## src/rtl/cache_mem_arbiter.sv

```systemverilog
// rtl/cache_mem_arbiter.sv - line-granular round-robin arbiter sharing one memory port between icache and dcache
module cache_mem_arbiter #(
    parameter int BEATS  = 4,
    parameter int REQ_W  = 77,
    parameter int RESP_W = 47
) (
    input  logic              clk,
    input  logic              reset,

    input  logic              c0_req_val,
    output logic              c0_req_rdy,
    input  logic [REQ_W-1:0]  c0_req_msg,
    output logic              c0_resp_val,
    input  logic              c0_resp_rdy,
    output logic [RESP_W-1:0] c0_resp_msg,

    input  logic              c1_req_val,
    output logic              c1_req_rdy,
    input  logic [REQ_W-1:0]  c1_req_msg,
    output logic              c1_resp_val,
    input  logic              c1_resp_rdy,
    output logic [RESP_W-1:0] c1_resp_msg,

    output logic              mem_req_val,
    input  logic              mem_req_rdy,
    output logic [REQ_W-1:0]  mem_req_msg,
    input  logic              mem_resp_val,
    output logic              mem_resp_rdy,
    input  logic [RESP_W-1:0] mem_resp_msg,

    output logic              busy,
    output logic              owner
);

    localparam int CW = $clog2(BEATS + 1);
    localparam logic [CW-1:0] LAST = CW'(BEATS);

    typedef enum logic [1:0] {
        IDLE  = 2'd0,
        XFER  = 2'd1,
        DRAIN = 2'd2
    } state_t;

    state_t        state, state_n;
    logic          owner_n;
    logic          prio, prio_n;
    logic [CW-1:0] req_cnt, req_cnt_n;
    logic [CW-1:0] resp_cnt, resp_cnt_n;
    logic [CW-1:0] req_inc, resp_inc;
    logic          own_req_val, own_resp_rdy;
    logic          req_open, resp_open;
    logic          req_hs, resp_hs;

    always_ff @(posedge clk) begin
        if (reset) begin
            state    <= IDLE;
            owner    <= 1'b0;
            prio     <= 1'b0;
            req_cnt  <= '0;
            resp_cnt <= '0;
        end else begin
            state    <= state_n;
            owner    <= owner_n;
            prio     <= prio_n;
            req_cnt  <= req_cnt_n;
            resp_cnt <= resp_cnt_n;
        end
    end

    always_comb begin
        own_req_val  = owner ? c1_req_val  : c0_req_val;
        own_resp_rdy = owner ? c1_resp_rdy : c0_resp_rdy;

        // requests flow only in XFER and stop once the line's beats are sent
        req_open  = (state == XFER) && (req_cnt < LAST);
        resp_open = (state != IDLE);

        mem_req_val  = own_req_val && req_open;
        mem_req_msg  = owner ? c1_req_msg : c0_req_msg;
        c0_req_rdy   = mem_req_rdy && req_open && !owner;
        c1_req_rdy   = mem_req_rdy && req_open &&  owner;

        mem_resp_rdy = resp_open && own_resp_rdy;
        c0_resp_val  = resp_open && mem_resp_val && !owner;
        c1_resp_val  = resp_open && mem_resp_val &&  owner;
        c0_resp_msg  = mem_resp_msg;
        c1_resp_msg  = mem_resp_msg;

        req_hs   = mem_req_val && mem_req_rdy;
        resp_hs  = mem_resp_val && mem_resp_rdy;
        req_inc  = req_cnt + CW'(req_hs);
        resp_inc = resp_cnt + CW'(resp_hs);

        busy = (state != IDLE);
    end

    always_comb begin
        state_n    = state;
        owner_n    = owner;
        prio_n     = prio;
        req_cnt_n  = req_cnt;
        resp_cnt_n = resp_cnt;
        case (state)
            IDLE: begin
                if (c0_req_val || c1_req_val) begin
                    owner_n    = (c0_req_val && c1_req_val) ? prio : c1_req_val;
                    req_cnt_n  = '0;
                    resp_cnt_n = '0;
                    state_n    = XFER;
                end
            end
            XFER: begin
                req_cnt_n  = req_inc;
                resp_cnt_n = resp_inc;
                if (req_inc == LAST) begin
                    if (resp_inc == LAST) begin
                        state_n = IDLE;
                        prio_n  = ~owner;
                    end else begin
                        state_n = DRAIN;
                    end
                end
            end
            DRAIN: begin
                resp_cnt_n = resp_inc;
                if (resp_inc == LAST) begin
                    state_n = IDLE;
                    prio_n  = ~owner;
                end
            end
            default: state_n = IDLE;
        endcase
    end

endmodule

```

## config.mk

```make
export PLATFORM = sky130hd
export DESIGN_NAME = cache_mem_arbiter
export DESIGN_NICKNAME = d
export VERILOG_FILES = /design/src/rtl/cache_mem_arbiter.sv
export SDC_FILE = /design/constraint.sdc
export NUM_CORES = 1
export LEC_CHECK = 0
export CORE_AREA = 2 2 149 151
export CTS_BUF_LIST = sky130_fd_sc_hd__clkbuf_16
export CTS_CLUSTER_DIAMETER = 200
export CTS_CLUSTER_SIZE = 10
export DETAILED_ROUTE_END_ITERATION = 6
export DIE_AREA = 0 0 151 153
export GPL_ROUTABILITY_DRIVEN = 0
export PLACE_DENSITY = 0.5
export SETUP_SLACK_MARGIN = 0.2
export SYNTH_ARGS = -nofsm -noshare
export SYNTH_HDL_FRONTEND = slang
export SYNTH_SLANG_ARGS = --single-unit
```

## constraint.sdc

```tcl
create_clock -name clk -period 2.95 [get_ports clk]
set_input_delay 0.7375 -clock clk [delete_from_list [all_inputs] [get_ports clk]]
set_output_delay 0.7375 -clock clk [all_outputs]
set_load 0.02 [all_outputs]
```

; After elaboration in Yosys (flattened, before gate mapping)
; Index checks and enable logic that the tools add are counted.
[totals]
inputBits = 209
wordCells = 56
out_inout_bits = 179
regBits = 10
[classes]
bitwise_logic = 1
n_lt_le_gt_ge = 1
muxes = 15
addsub = 2
n_reduce_logical = 25
n_eq_ne = 7
[op_table]
columns = op, count
row1 = $mux W77, 1
row2 = $logic_and A1 B1 Y1, 12
row3 = $pmux W3 S2, 2
row4 = $mux W2, 4
row5 = $reduce_and A2 Y1, 4
row6 = $reduce_bool A2 Y1, 4
row7 = $add A3 B1 Y3, 2
row8 = $eq A3 B3 Y1 const B, 2
row9 = $pmux W2 S3, 1
row10 = $mux W1, 5
row11 = $ne A2 B2 Y1 const B, 2
row12 = $lt A3 B3 Y1 const B, 1
row13 = $mux W3, 1
row14 = $reduce_and A3 Y1, 1
row15 = $eq A2 B1 Y1 const B, 1
row16 = $eq A2 B2 Y1 const B, 1
row17 = $logic_not A2 Y1, 1
row18 = $ne A2 B1 Y1 const B, 1
row19 = $pmux W1 S2, 1
row20 = $reduce_or A2 Y1, 1
row21 = $logic_not A1 Y1, 1
row22 = $logic_or A1 B1 Y1, 1
row23 = $not A1 Y1, 1

; Longest topological paths before layout
[logic_depth]
depth_word = 8
ltp_mapped = 11
depth_no_buf = 11

; Worst setup path after synthesis
; No wires, ideal clock.
[synth_timing]
path_type = register to register
start = register state[1]
end = register prio
t_arrival_ns = 2.617
path_stages_with_launch = 11
period_less_slack_ns = 2.688
slack_ns = 0.262
setup_ns = 0.071
path_cell_list = dfxtp_1 inv_1 ha_1 and2b_1 nor2b_1 and2_1 ha_1 ha_1 o31a_1 or4_1 a21oi_1
[synth_via]
elab_chain_cells = 8
word_cells_on_any_way = 18
cone_classes = add/sub (2) / eq/ne (5) / mux (3) / reduce/logical (8)
[synth_rtl]
columns = element, line_no
row1 = start: declaration, 44  ; state_t state, state_n;
row2 = start signal: assignment, 62  ; state <= state_n;
row3 = $eq A2 B1 Y1, 75  ; req_open = (state == XFER) && (req_cnt < LAST);
row4 = $logic_and A1 B1 Y1, 75
row5 = $logic_and A1 B1 Y1, 78  ; mem_req_val = own_req_val && req_open;
row6 = via mem_req_val, 24  ; output logic mem_req_val,
row7 = $logic_and A1 B1 Y1, 89  ; req_hs = mem_req_val && mem_req_rdy;
row8 = $add A3 B1 Y3, 91  ; req_inc = req_cnt + CW'(req_hs);
row9 = $eq A3 B3 Y1, 115  ; if (req_inc == LAST) begin
row10 = $ne A2 B1 Y1 (no line), n/a
row11 = $reduce_and A2 Y1 (no line), n/a
row12 = end signal: assignment, 64  ; prio <= prio_n;
row13 = end: declaration, 46  ; logic prio, prio_n;
; The timed path passes the listed nets, and every way through them passes these cells. The select of a mux whose other input is x is not followed.
; A chain may end at the register's enable or synchronous reset.

; Worst setup path after layout
[layout_timing]
start = input c1_req_msg[53]
end = output mem_req_msg[53]
[layout_via]
elab_chain_cells = 1
[layout_rtl]
columns = element, line_no
row1 = start: declaration, 19  ; input logic [REQ_W-1:0] c1_req_msg,
row2 = $mux W77, 79  ; mem_req_msg = owner ? c1_req_msg : c0_req_msg;
row3 = end: declaration, 26  ; output logic [REQ_W-1:0] mem_req_msg,
; No other way between the ends.

==> out/summary.txt <==
Crit path largest cell delay - 580 ps
Slowest cell on the critical path - clkdlybuf4s50_1
Ys async rst share - 0%
Largest net degree at the start of global routing - 28
Residual DRC count - 0
Vias per cell - 3.50
Gr ovfl total - 0
IO Pins - 388
Most frequent cells in the layout - clkdlybuf4s50_1 (215), mux2_2 (77), dlymetal6s2s_1 (16)
Area delta synth->final - 109%
Die height - 153 um
Min-delay worst type - reg2reg
Initial antenna violation count - 0
Critical Path AT - 1980 ps
Drt initial violations - 55
P_leak - 1.89 nW
Num rows - 54
Final Total Pwr - 1.47 mW
DP HPWL - 10900 um
CTS buffer count - 3
Distinct cells, synth - 30
H-tree levels - 1
Post-synth top flop - dfxtp_1
# clock sinks - 10
Total GRT Usage - 9.97%
Detailed-route wire length per cell - 18.3 um
WS Path Type - in2out
Final non-filler cell area - 4760 um2
Final Hold Viols - 0
RSZ-0062 raised after global routing - false
Synth Instances - 260
Clock transition at the registers of the reported paths - 40 ps
Syn Std Cell Area - 2280 um2
Max VDD drop - 143 uV
Crit share post-route - 92.2%
Vias in the first global route - 2525
Clk Latency, worst-skew pair - 240 ps
Antenna diode count - 0
Final setup margin - 231 ps
Final antenna-violating net count - 0
Clock root buffer - clkbuf_16
CTS Buffer Depth - 2
Worst path cell trace - clkdlybuf4s50_1 -> mux2_2 -> clkdlybuf4s50_1
Die X-Extent - 151 um
Fmax achieved - 368 MHz
Slew margin rel. - 66.6%
Yosys warning count - 0
Top delay family on crit path - buffers and inverters
EDFF count, synth - 0
Register area share after synthesis - 8.78%
CP bufs+invs - 2
Max Slew Vio Count - 0
Worst-path maximum fanout - 1
Critical path startpoint category - primary input
Syn nets - 477
Initial Util - 10.6%
Most frequent CP cell - clkdlybuf4s50_1
Drt pass-1 iters - 5
Number of synthesized register bits - 10
Syn_area_per_cell - 8.77 um2
Actual slew at the worst max-slew pin - 500 ps
Area of the multi-input gates - 1390 um2
Core ar. - 21500 um2
Setup Skew - 2.65 ps
Die footprint - 23100 um2
Status - complete, no violations
Critical Path Sink Type - output port
Final wirelength - 12800 um
P per Cell Area - 308 nW/um2
Fraction of layout cells with a size suffix above 1 - 28.0%
First-pass GRT wire length - 16700 um
Total number of vias - 2457
Most common cell after layout, fill and taps aside - clkdlybuf4s50_1
Setup violations, final - 0
Max cap viols - 0
Setup WS pre-CTS - -268 ps
Worst EP required - 2210 ps
Tmin final - 2720 ps
FF+latch area - 205 um2
TritonCTS clock tree - yes
Input/output buffers - 246
DP Area - 4470 um2
Final net count - 639
Fill count - 2316
-- worst paths after layout --
path / from / slack (ps) / endpoint / cells after the start
worst max-delay path: c1_req_msg[53] / 230 / mem_req_msg[53] / 3
worst min-delay path: prio$_SDFFE_PP0P_ / 500 / prio$_SDFFE_PP0P_ / 2
worst max register to register: owner$_SDFFE_PP0P_ / 340 / state[0]$_SDFFE_PP0P_ / 11
worst min register to register: prio$_SDFFE_PP0P_ / 500 / prio$_SDFFE_PP0P_ / 2
-- worst reg2reg max path, cell delays in order (launching register included) --
cell      delay, ps
dfxtp_4         430
buf_4           220
mux2i_1         200
nor2b_1          70
and2_1          140
ha_1            180
ha_2            190
xnor2_2         140
o31a_1          300
buf_4           160
a211oi_4        290
mux2i_1         210
-- synthesized netlist by cell type (all sizes together) (2+ instances only) --
cell type | instances | area, um2
a21oi | 4 | 20.0
buf | 101 | 739
a32oi | 5 | 43.8
and2 | 2 | 12.5
o21ai | 4 | 20.0
and3 | 2 | 12.5
nor2b | 4 | 25.0
nand2 | 5 | 18.8
clkbuf | 5 | 20.0
dfxtp | 10 | 200
mux2 | 77 | 867
ha | 8 | 100
inv | 3 | 11.3
nand2b | 4 | 25.0
nor2 | 10 | 37.5
mux2i | 3 | 30.0
nor3b | 3 | 22.5
-- where the power goes --
| part | switching, mW | leakage (nW) | internal, mW | total (mW) |
|---|---|---|---|---|
| Clock | 0.0639 | 0.0423 | 0.178 | 0.242 |
| Sequential | 0.0127 | 0.0822 | 0.144 | 0.157 |
| Combinational | 0.459 | 1.76 | 0.609 | 1.07 |
-- registers in the layout, summed over array words and instances (netlist names) --
name / flops
req_cnt: 3
resp_cnt: 3
state: 2
owner: 1
prio: 1
-- logic make-up after synthesis --
group	count (synthesis)	synth area share (%)
buffers and inverters	109	33.8
multiplexers	80	39.3
AND/OR/NAND/NOR	35	8.23
AO/OA/AOI/OAI	17	5.10
flip-flops	10	8.78
adder cells (fa/ha/maj)	8	4.39
XOR/XNOR	1	0.384
-- routing by layer --
metal | share of wire (%) | wire [um] | GRT usage [%]
met5 | 0 | 0 | 0
met4 | 3.2 | 415 | 3.65
met3 | 16 | 2010 | 5.55
met2 | 46 | 5860 | 16.5
met1 | 35 | 4550 | 10.6
-- cell type report --
| type | count | share of cell area (%) |
|---|---|---|
| clock inverters | 1 | 0.0788 |
| clock buffers | 3 | 1.58 |
| inverters | 3 | 0.236 |
| well taps | 280 | 7.36 |
| multi-input cells | 141 | 29.2 |
| repair buffers | 263 | 57.2 |
| flip-flops and latches | 10 | 4.31 |
-- metrics by stage --
stage	instances	TNS, ps	hold slack (ps)	utilization, %
after global routing	701	0	538	22.2
after global placement	689	-368	455	20.8
after floorplan	260	0	443	-
after CTS	700	0	496	21.9
final	701	0	497	22.2
after detailed placement	689	-803	472	20.8
-- repair_timing --
action                     in CTS  in global routing
setup buffers                   6                  1
setup endpoints to repair      44                 17
cloned                          1                  0
hold buffers                    0                  0
gates resized for setup        25                 20
pin swaps                       4                  4
No activity file was read; power rests on OpenSTA's default activity.
